**config.mk**
```make
export PLATFORM = sky130hd
export DESIGN_NAME = load_store_unit
export DESIGN_NICKNAME = d
export VERILOG_FILES = /design/src/rtl/load_store_unit.sv
export SDC_FILE = /design/constraint.sdc
export NUM_CORES = 1
export LEC_CHECK = 0
export BUFFER_PORTS_ARGS = -buffer_cell sky130_fd_sc_hd__buf_2
export CAP_MARGIN = 5
export CELL_PAD_IN_SITES_DETAIL_PLACEMENT = 1
export CELL_PAD_IN_SITES_GLOBAL_PLACEMENT = 1
export CORE_MARGIN = 4
export CORE_UTILIZATION = 29
export DETAILED_ROUTE_END_ITERATION = 8
export GPL_ROUTABILITY_DRIVEN = 0
export GPL_TIMING_DRIVEN = 0
export PLACE_DENSITY_LB_ADDON = 0.25
export SLEW_MARGIN = 10
export SYNTH_ARGS = -nofsm -noshare
export SYNTH_HDL_FRONTEND = slang
export SYNTH_SLANG_ARGS = --single-unit
```
**constraint.sdc**
```tcl
create_clock -name clock -period 2.5 [get_ports clock]
set_clock_uncertainty 0.1 [all_clocks]
set_input_delay 0.25 -clock clock [delete_from_list [all_inputs] [get_ports clock]]
set_output_delay 0.25 -clock clock [all_outputs]
set_load 0.02 [all_outputs]
```
**src/rtl/load_store_unit.sv**
```systemverilog
// Load/store unit: turns byte/half/word CPU accesses into word-aligned memory
// cycles on a big-endian word memory; sub-word stores are read-modify-write.

module lsu_lane (
  input  logic [7:0] mem,
  input  logic [7:0] wbyte,
  input  logic       en,
  output logic [7:0] merged
);
  assign merged = en ? wbyte : mem;
endmodule

module load_store_unit #(
  parameter int MEM_WAIT = 1
) (
  input  logic        clock,
  input  logic        reset,
  input  logic        req,
  input  logic        is_write,
  input  logic [1:0]  size,
  input  logic        sign_ext,
  input  logic [31:0] addr,
  input  logic [31:0] wdata,
  output logic        busy,
  output logic        done,
  output logic [31:0] rdata,
  output logic        error,
  output logic        MemoryRead,
  output logic        MemoryWrite,
  output logic [31:0] Address,
  output logic [31:0] InputData,
  input  logic [31:0] OutputData
);

  typedef enum logic [1:0] {IDLE, READ, WRITE, DONE} state_t;

  state_t      st_q, st_d;
  logic        wr_q, sext_q, err_q;
  logic [1:0]  size_q, off_q;
  logic [29:0] waddr_q;
  logic [31:0] wword_q, rdata_q;
  logic [3:0]  cnt_q;
  logic        bad;

  assign bad = (size == 2'b11) || (size == 2'b01 && addr[0]) ||
               (size == 2'b10 && addr[1:0] != 2'b00);

  always_ff @(posedge clock) begin
    if (reset) st_q <= IDLE;
    else       st_q <= st_d;
  end

  always_comb begin
    st_d = st_q;
    case (st_q)
      IDLE:  if (req) begin
               if (bad)                          st_d = DONE;
               else if (is_write && size == 2'b10) st_d = WRITE;
               else                              st_d = READ;
             end
      READ:  if (cnt_q == 4'd0) st_d = wr_q ? WRITE : DONE;
      WRITE: st_d = DONE;
      DONE:  st_d = IDLE;
      default: st_d = IDLE;
    endcase
  end

  // Byte lanes in word order: lane i is bits [8i+7:8i], so offset k maps to lane ~k.
  logic [3:0][7:0] mem_lanes, wr_lanes, merged;
  logic [3:0]      lane_en;

  assign mem_lanes = OutputData;
  assign wr_lanes  = (size_q == 2'b00) ? {4{wword_q[7:0]}} : {2{wword_q[15:0]}};

  for (genvar g = 0; g < 4; g++) begin : g_lane
    localparam logic [1:0] LI = 2'(g);
    assign lane_en[g] = (size_q == 2'b00) ? (LI == ~off_q) :
                        (size_q == 2'b01) ? (LI[1] == ~off_q[1]) : 1'b1;
    lsu_lane u_lane (
      .mem    (mem_lanes[g]),
      .wbyte  (wr_lanes[g]),
      .en     (lane_en[g]),
      .merged (merged[g])
    );
  end

  logic [7:0]  ld_byte;
  logic [15:0] ld_half;
  logic [31:0] ld_val;

  always_comb begin
    ld_byte = 8'(OutputData >> {~off_q, 3'b000});
    ld_half = 16'(OutputData >> {~off_q[1], 4'b0000});
    case (size_q)
      2'b00:   ld_val = sext_q ? {{24{ld_byte[7]}}, ld_byte} : {24'b0, ld_byte};
      2'b01:   ld_val = sext_q ? {{16{ld_half[15]}}, ld_half} : {16'b0, ld_half};
      default: ld_val = OutputData;
    endcase
  end

  always_ff @(posedge clock) begin
    if (reset) begin
      wr_q    <= 1'b0;
      sext_q  <= 1'b0;
      err_q   <= 1'b0;
      size_q  <= 2'b00;
      off_q   <= 2'b00;
      waddr_q <= '0;
      wword_q <= '0;
      rdata_q <= '0;
      cnt_q   <= '0;
    end else begin
      case (st_q)
        IDLE: if (req) begin
          wr_q    <= is_write;
          sext_q  <= sign_ext;
          err_q   <= bad;
          size_q  <= size;
          off_q   <= addr[1:0];
          waddr_q <= addr[31:2];
          wword_q <= wdata;
          cnt_q   <= 4'(MEM_WAIT - 1);
        end
        READ: begin
          if (cnt_q == 4'd0) begin
            if (wr_q) wword_q <= merged;
            else      rdata_q <= ld_val;
          end else begin
            cnt_q <= cnt_q - 4'd1;
          end
        end
        default: ;
      endcase
    end
  end

  assign busy        = (st_q == READ) || (st_q == WRITE);
  assign done        = (st_q == DONE);
  assign error       = done & err_q;
  assign rdata       = rdata_q;
  assign MemoryRead  = (st_q == READ);
  assign MemoryWrite = (st_q == WRITE);
  assign Address     = (MemoryRead || MemoryWrite) ? {waddr_q, 2'b00} : 32'h0;
  assign InputData   = MemoryWrite ? wword_q : 32'h0;

endmodule

```
==> run summary, run 1 <==
====================================================================================
Combinational power share                                                      47.9%
Post-synthesis cell type with the largest combined area                 sky130_fd_sc_hd__dfxtp_1
Number of I/O pins                                                               204
Area of the placeable core                                              19,500 sq um
Relative contribution of the clock network to total power                      19.3%
Avg Synthesized Cell Area                                                 7.77 sq um
Worst EP arrival                                                             2010 ps
Minimum period implied by the final worst setup slack                        2360 ps
Main flop type after synthesis                                          sky130_fd_sc_hd__dfxtp_1
Final std cells w/o fill                                                       1,229
Leakage                                                                      3.22 nW
CP Cell Sequence                                                        inv_1, ha_1, buf_1, and2_1, buf_2
Vias                                                                           6,271
Width of the die                                                         149 microns
Total negative slack for setup checks                                           0 ps
Overall Power                                                                8.27 mW
Simple-Gate Fraction of Synth Area                                             26.8%
Start-to-end type of the worst setup path                                 reg -> out
Number of CTS-inserted buffers                                                     9
Sort of element at the start of the critical path                           register
Number of max-capacitance violations reported                                      0
Total global-route track usage                                                 20.5%
Number of antenna violations at the first check in global routing                  9
Fraction of the mapped netlist area in compound gates                          26.0%
Seq pwr share                                                                  32.8%
Hold violation count in the final report                                           0
Most common cell after layout, fill and taps aside                      sky130_fd_sc_hd__buf_2
Main area contributors after synthesis                                  sky130_fd_sc_hd__dfxtp_1, sky130_fd_sc_hd__and2_1, sky130_fd_sc_hd__nand2_1, sky130_fd_sc_hd__a21oi_1, sky130_fd_sc_hd__nor2_1
Synth Area in XOR/XNOR                                                        0.152%
Count of unique library cells instantiated by Yosys                               58
Share of cell area taken by muxes after synthesis                              2.79%
Row count                                                                         51
Count of flip-flops with a built-in enable after synthesis                         0
Hold Path Class                                                            in -> reg
Fin. max-slew vios                                                                 0
Share of Yosys cell area claimed by the top area cell type                     37.3%
Cell area after synthesis                                                 5750 sq um
Crit Path Max Fanout                                                              10
Die Span Y                                                               149 microns
Port Buffers                                                                     200
Final-stage net count                                                          1,064
Standard cell with the maximum stage delay on the critical path         sky130_fd_sc_hd__ha_1
Data required time at the worst endpoint                                     2150 ps
First-pass GRT wire length                                              35,500 microns
Worst IR Drop VDD                                                             400 uV
Share of flip-flops with an asynchronous set or reset after synthesis             0%
Period utilization                                                             94.2%
End-of-flow core utilization                                                   38.5%
Pin slew with the least headroom to its limit                                 700 ps
Detail-routed via count per cell                                                5.10
Cell area reported after detailed placement                               7090 sq um
Cell count after synthesis                                                       740
Pint                                                                         4.62 mW
Total congestion overflow after global routing                                     0
Area growth from synthesis to layout                                           30.3%
Remaining routing DRC violations                                                   0
Switching power                                                              3.65 mW
Yosys warns                                                                        0
CTS clk-pin slew, worst paths                                                  80 ps
Clock root buffer                                                       sky130_fd_sc_hd__clkbuf_16
Yosys reg bits                                                                   107
Clock tree sinks                                                                 107
Post-route cell area                                                      7490 sq um
Number of levels the H-tree was split into                                         3
Estimated wirelength of the detail-placed design                        18,500 microns
Mean routed wirelength per cell                                         19.2 microns
Largest net degree at the start of global routing                                 19
Layout cells sized above 1                                                     27.8%
Combinational family with the most area after synthesis                 simple AND/OR/NAND/NOR gates
Switching power as a share of total power                                      44.1%
Relative slew slack                                                            53.2%
Effective utilization at floorplan                                             29.5%
Share of synthesized area occupied by flip-flops and latches                   37.3%
Largest buffer count on any clock path                                             2
Status                                                                  finished, final reports clean
Top achievable clock speed                                                 0.425 GHz
Power Dens Cells                                                        1100 nW/um^2
WL final                                                                23,600 microns
Commonest non-fill, non-tap cells in the layout                         sky130_fd_sc_hd__buf_2, sky130_fd_sc_hd__dfxtp_1, sky130_fd_sc_hd__nand2_1
Number of DRC markers in iteration 0                                             299
Vias in the first global route                                                 6,276
Number of detailed-routing iterations run before antenna repair                    5
Setup crit end kind                                                     primary output
CTS tree                                                                        done
Adder-cell share of the synthesized area                                       1.52%
Clock network latency to the later pin of the worst-skew pair                 360 ps
Final setup viols                                                                  0
Die ar.                                                                 22,100 sq um
Post-placement cell count                                                      1,206
Post-DRT Antenna Nets                                                              0
Delay of the slowest cell on the worst path                                   430 ps
====================================================================================
area by class of cell:
cell class                      count  area [sq um]
Antenna cell                        5          12.5
Buffer                             64           288
Clock buffer                        9           225
Clock inverter                      7          98.8
Fill cell                        2460         12000
Inverter                            8          30.0
Multi-Input combinational cell    561          3340
Sequential cell                   107          2140
Tap cell                          265           332
Timing Repair Buffer              203          1030
state kept, by name (all words and copies together), names as in the netlist:
signal / flops
wword_q: 32
wr_q: 1
size_q: 2
st_q: 2
waddr_q: 30
err_q: 1
off_q: 2
rdata: 32
sext_q: 1
cnt_q: 4
Yosys cell counts, drive strengths merged (2+ instances only):
cell type	n
o2bb2ai	4
or3b	2
nand2	94
a21boi	3
or3	2
o41ai	8
a22o	8
o211ai	8
nor2	80
clkbuf	49
dfxtp	107
and2	65
nand3b	3
nor2b	7
nor3	7
o21ai	28
a22oi	11
nand2b	20
ha	7
o221a	12
a21o	3
o311ai	2
inv	8
a211oi	32
nor3b	3
o221ai	4
or2	2
a31o	7
buf	16
o31ai	2
a21oi	66
mux2i	7
a31oi	11
nand3	30
mux2	8
metrics by stage:
step | worst slack, ps | hold WS, ps
after CTS | 17.9 | 0.0789
after global routing | -1.87 | 14.5
after floorplan | 258 | 286
final | 145 | 15.9
after global placement | -241 | 337
after detailed placement | -265 | 345
power groups by stage:
| stage | sequential [mW] | combinational [mW] | clock (mW) |
|---|---|---|---|
| after floorplan | 2.86 | 2.39 | 0 |
| after global placement | 2.73 | 3.85 | 0 |
| after detailed placement | 2.75 | 3.90 | 0 |
| after CTS | 2.71 | 3.95 | 1.66 |
| after global routing | 2.79 | 4.36 | 1.70 |
| final | 2.71 | 3.96 | 1.60 |
worst paths after layout:
check,to,cells after the start,from,slack [ps]
setup / recovery,InputData[11],5,st_q[0],140
hold / removal,waddr_q[19],3,addr[21],20
setup reg to reg,wword_q[15],6,st_q[0],150
hold reg to reg,waddr_q[6],2,waddr_q[6],350
per-layer routing:
metal	GRT usage [%]	vias up	part of all wire [%]
met1	26.9	2935	44
met2	32.1	237	44
li1	-	3045	-
met3	6.72	42	9.6
met4	6.41	12	2.2
met5	0	-	0.21
timing repair:
action | in CTS | in global routing
hold buffers | 1 | 0
endpoints found under the setup margin | 28 | 44
gates resized for setup | 6 | 12
setup buffers | 0 | 2
endpoints found under the hold margin | 1 | 0
worst max-delay path: cells and delay by family, from the launching register on:
| family | cells | cell delay, ps |
|---|---|---|
| adder cells (fa/ha/maj) | 1 | 430 |
| buffers and inverters | 3 | 660 |
| flip-flops | 1 | 350 |
| AND/OR/NAND/NOR | 1 | 200 |
cell families after synthesis:
group	count (synthesis)
adder cells (fa/ha/maj)	7
AO/OA/AOI/OAI	217
other	1
AND/OR/NAND/NOR	319
XOR/XNOR	1
multiplexers	15
buffers and inverters	73
flip-flops	107
No activity file was read; power rests on OpenSTA's default activity.
==> run 2: changes to the inputs <==
==> constraint.sdc (replaced) <==
create_clock -name clock -period 3 [get_ports clock]
set_clock_uncertainty 0.1 [all_clocks]
set_input_delay 0.3 -clock clock [delete_from_list [all_inputs] [get_ports clock]]
set_output_delay 0.3 -clock clock [all_outputs]
set_load 0.02 [all_outputs]
==> run summary, run 2 (same netlist as run 1, synthesis figures left out) <==
================================================================================
Status                                                              finished, final reports clean
Leakage                                                                  3.19 nW
Hold violation count in the final report                                       0
Largest net degree at the start of global routing                             19
Number of I/O pins                                                           204
Vias                                                                       6,277
Estimated wirelength of the detail-placed design                    18,500 microns
Sort of element at the start of the critical path                       register
Number of detailed-routing iterations run before antenna repair                5
Clock network latency to the later pin of the worst-skew pair             370 ps
Number of DRC markers in iteration 0                                         254
Hold Path Class                                                        in -> reg
R2R depth                                                                      8
Number of levels the H-tree was split into                                     3
Total congestion overflow after global routing                                 0
Setup crit end kind                                                     register
Final-stage net count                                                      1,062
Setup slack on the worst flop-to-flop path                                310 ps
Port Buffers                                                                 200
Worst EP arrival                                                         2860 ps
Clock tree sinks                                                             107
Delay of the slowest cell on the worst path                               690 ps
CTS tree                                                                    done
Area growth from synthesis to layout                                       29.1%
Period utilization                                                         89.8%
Final setup viols                                                              0
Commonest non-fill, non-tap cells in the layout                     sky130_fd_sc_hd__buf_2, sky130_fd_sc_hd__dfxtp_1, sky130_fd_sc_hd__nand2_1
Number of antenna violations at the first check in global routing              9
Post-DRT Antenna Nets                                                          0
Fin. max-slew vios                                                             0
Detail-routed via count per cell                                            5.12
Data required time at the worst endpoint                                 3170 ps
Reg-to-reg critical path startpoint                                      st_q[1]
Worst IR Drop VDD                                                         345 uV
CP Cell Sequence                                                    inv_1, ha_1, buf_2, mux2i_1, a21o_1, clkbuf_1, nand3_1, o41ai_1
Most common cell after layout, fill and taps aside                  sky130_fd_sc_hd__buf_2
Effective utilization at floorplan                                         29.5%
Worst reg2reg endpoint                                               wword_q[23]
Width of the die                                                     149 microns
Power Dens Cells                                                     920 nW/um^2
WL final                                                            23,500 microns
Overall Power                                                            6.83 mW
Minimum period implied by the final worst setup slack                    2690 ps
Pin slew with the least headroom to its limit                             899 ps
Crit Path Max Fanout                                                          10
Start-to-end type of the worst setup path                             reg -> reg
CTS clk-pin slew, worst paths                                              80 ps
Top achievable clock speed                                             0.371 GHz
Die ar.                                                             22,100 sq um
Total global-route track usage                                             20.4%
Post-CTS setup buffers                                                         0
Area of the placeable core                                          19,500 sq um
First element of the critical path                                       st_q[1]
Min-delay src                                                           addr[21]
Mean routed wirelength per cell                                     19.1 microns
First-pass GRT wire length                                          35,300 microns
Layout cells sized above 1                                                 26.8%
Number of max-capacitance violations reported                                  0
Number of CTS-inserted buffers                                                 9
Relative slew slack                                                        38.4%
Total negative slack for setup checks                                       0 ps
Remaining routing DRC violations                                               0
Die Span Y                                                           149 microns
Row count                                                                     51
Vias in the first global route                                             6,232
Critical path endpoint                                               wword_q[23]
Quantity of hold-fixing buffers added after cts                                0
Unrepaired setup endpoints after global routing                            false
Largest buffer count on any clock path                                         2
Clock root buffer                                                   sky130_fd_sc_hd__clkbuf_16
Standard cell with the maximum stage delay on the critical path     sky130_fd_sc_hd__mux2i_1
================================================================================
-- run 2: layout make-up --
class | count | area (sq um)
fillers | 2467 | 12000
multi-input cells | 561 | 3300
flip-flops and latches | 107 | 2140
repair buffers | 200 | 1000
well taps | 265 | 332
plain buffers | 65 | 283
clock buffers | 9 | 225
clock inverters | 7 | 98.8
inverters | 8 | 30.0
diodes | 4 | 10.0
-- run 2: through the flow --
stage / hold WS, ps / setup slack [ps] / area (sq um) / util [%] / cells
4_1_cts: 49.9 / 198 / 7410 / 38.1 / 1222
5_1_grt: 64.5 / 45.2 / 7420 / 38.1 / 1224
6_report: 59.0 / 306 / 7420 / 38.1 / 1226
3_3_place_gp: 337 / 259 / 7090 / 36.4 / 1206
3_5_place_dp: 345 / 235 / 7090 / 36.4 / 1206
2_1_floorplan: 332 / 758 / 5750 / - / 741
-- run 2: worst max-delay path: cells and delay by family (launching register included) --
family	cells	cell delay, ps
adder cells (fa/ha/maj)	1	200
AND/OR/NAND/NOR	1	140
flip-flops	1	370
multiplexers	1	690
buffers and inverters	3	700
AO/OA/AOI/OAI	2	380
-- run 2: routing by layer --
| metal | GRT usage [%] | up-vias | part of all wire, % |
|---|---|---|---|
| met3 | 6.65 | 41 | 9.4 |
| met2 | 31.8 | 245 | 44 |
| li1 | - | 3037 | - |
| met1 | 26.9 | 2942 | 45 |
| met5 | 0 | - | 0.27 |
| met4 | 6.41 | 12 | 2.2 |
-- run 2: what timing repair did --
| item | in CTS | in global routing |
|---|---|---|
| endpoints found under the setup margin | 0 | 7 |
| gates resized for setup | 0 | 1 |
| endpoints found under the hold margin | 0 | 0 |
-- run 2: where the power goes --
group	internal, mW	total, mW	switching, mW
sequential	1.91	2.26	0.352
combinational	1.16	3.23	2.07
clock	0.739	1.34	0.599
total	3.80	6.83	3.02
-- run 2: how the worst min path moves through the flow --
stage	cells past startpoint	to
6_report	3	waddr_q[19]
4_1_cts	3	waddr_q[11]
2_1_floorplan	2	waddr_q[0]
3_5_place_dp	2	waddr_q[6]
5_1_grt	3	waddr_q[16]
3_3_place_gp	2	waddr_q[14]
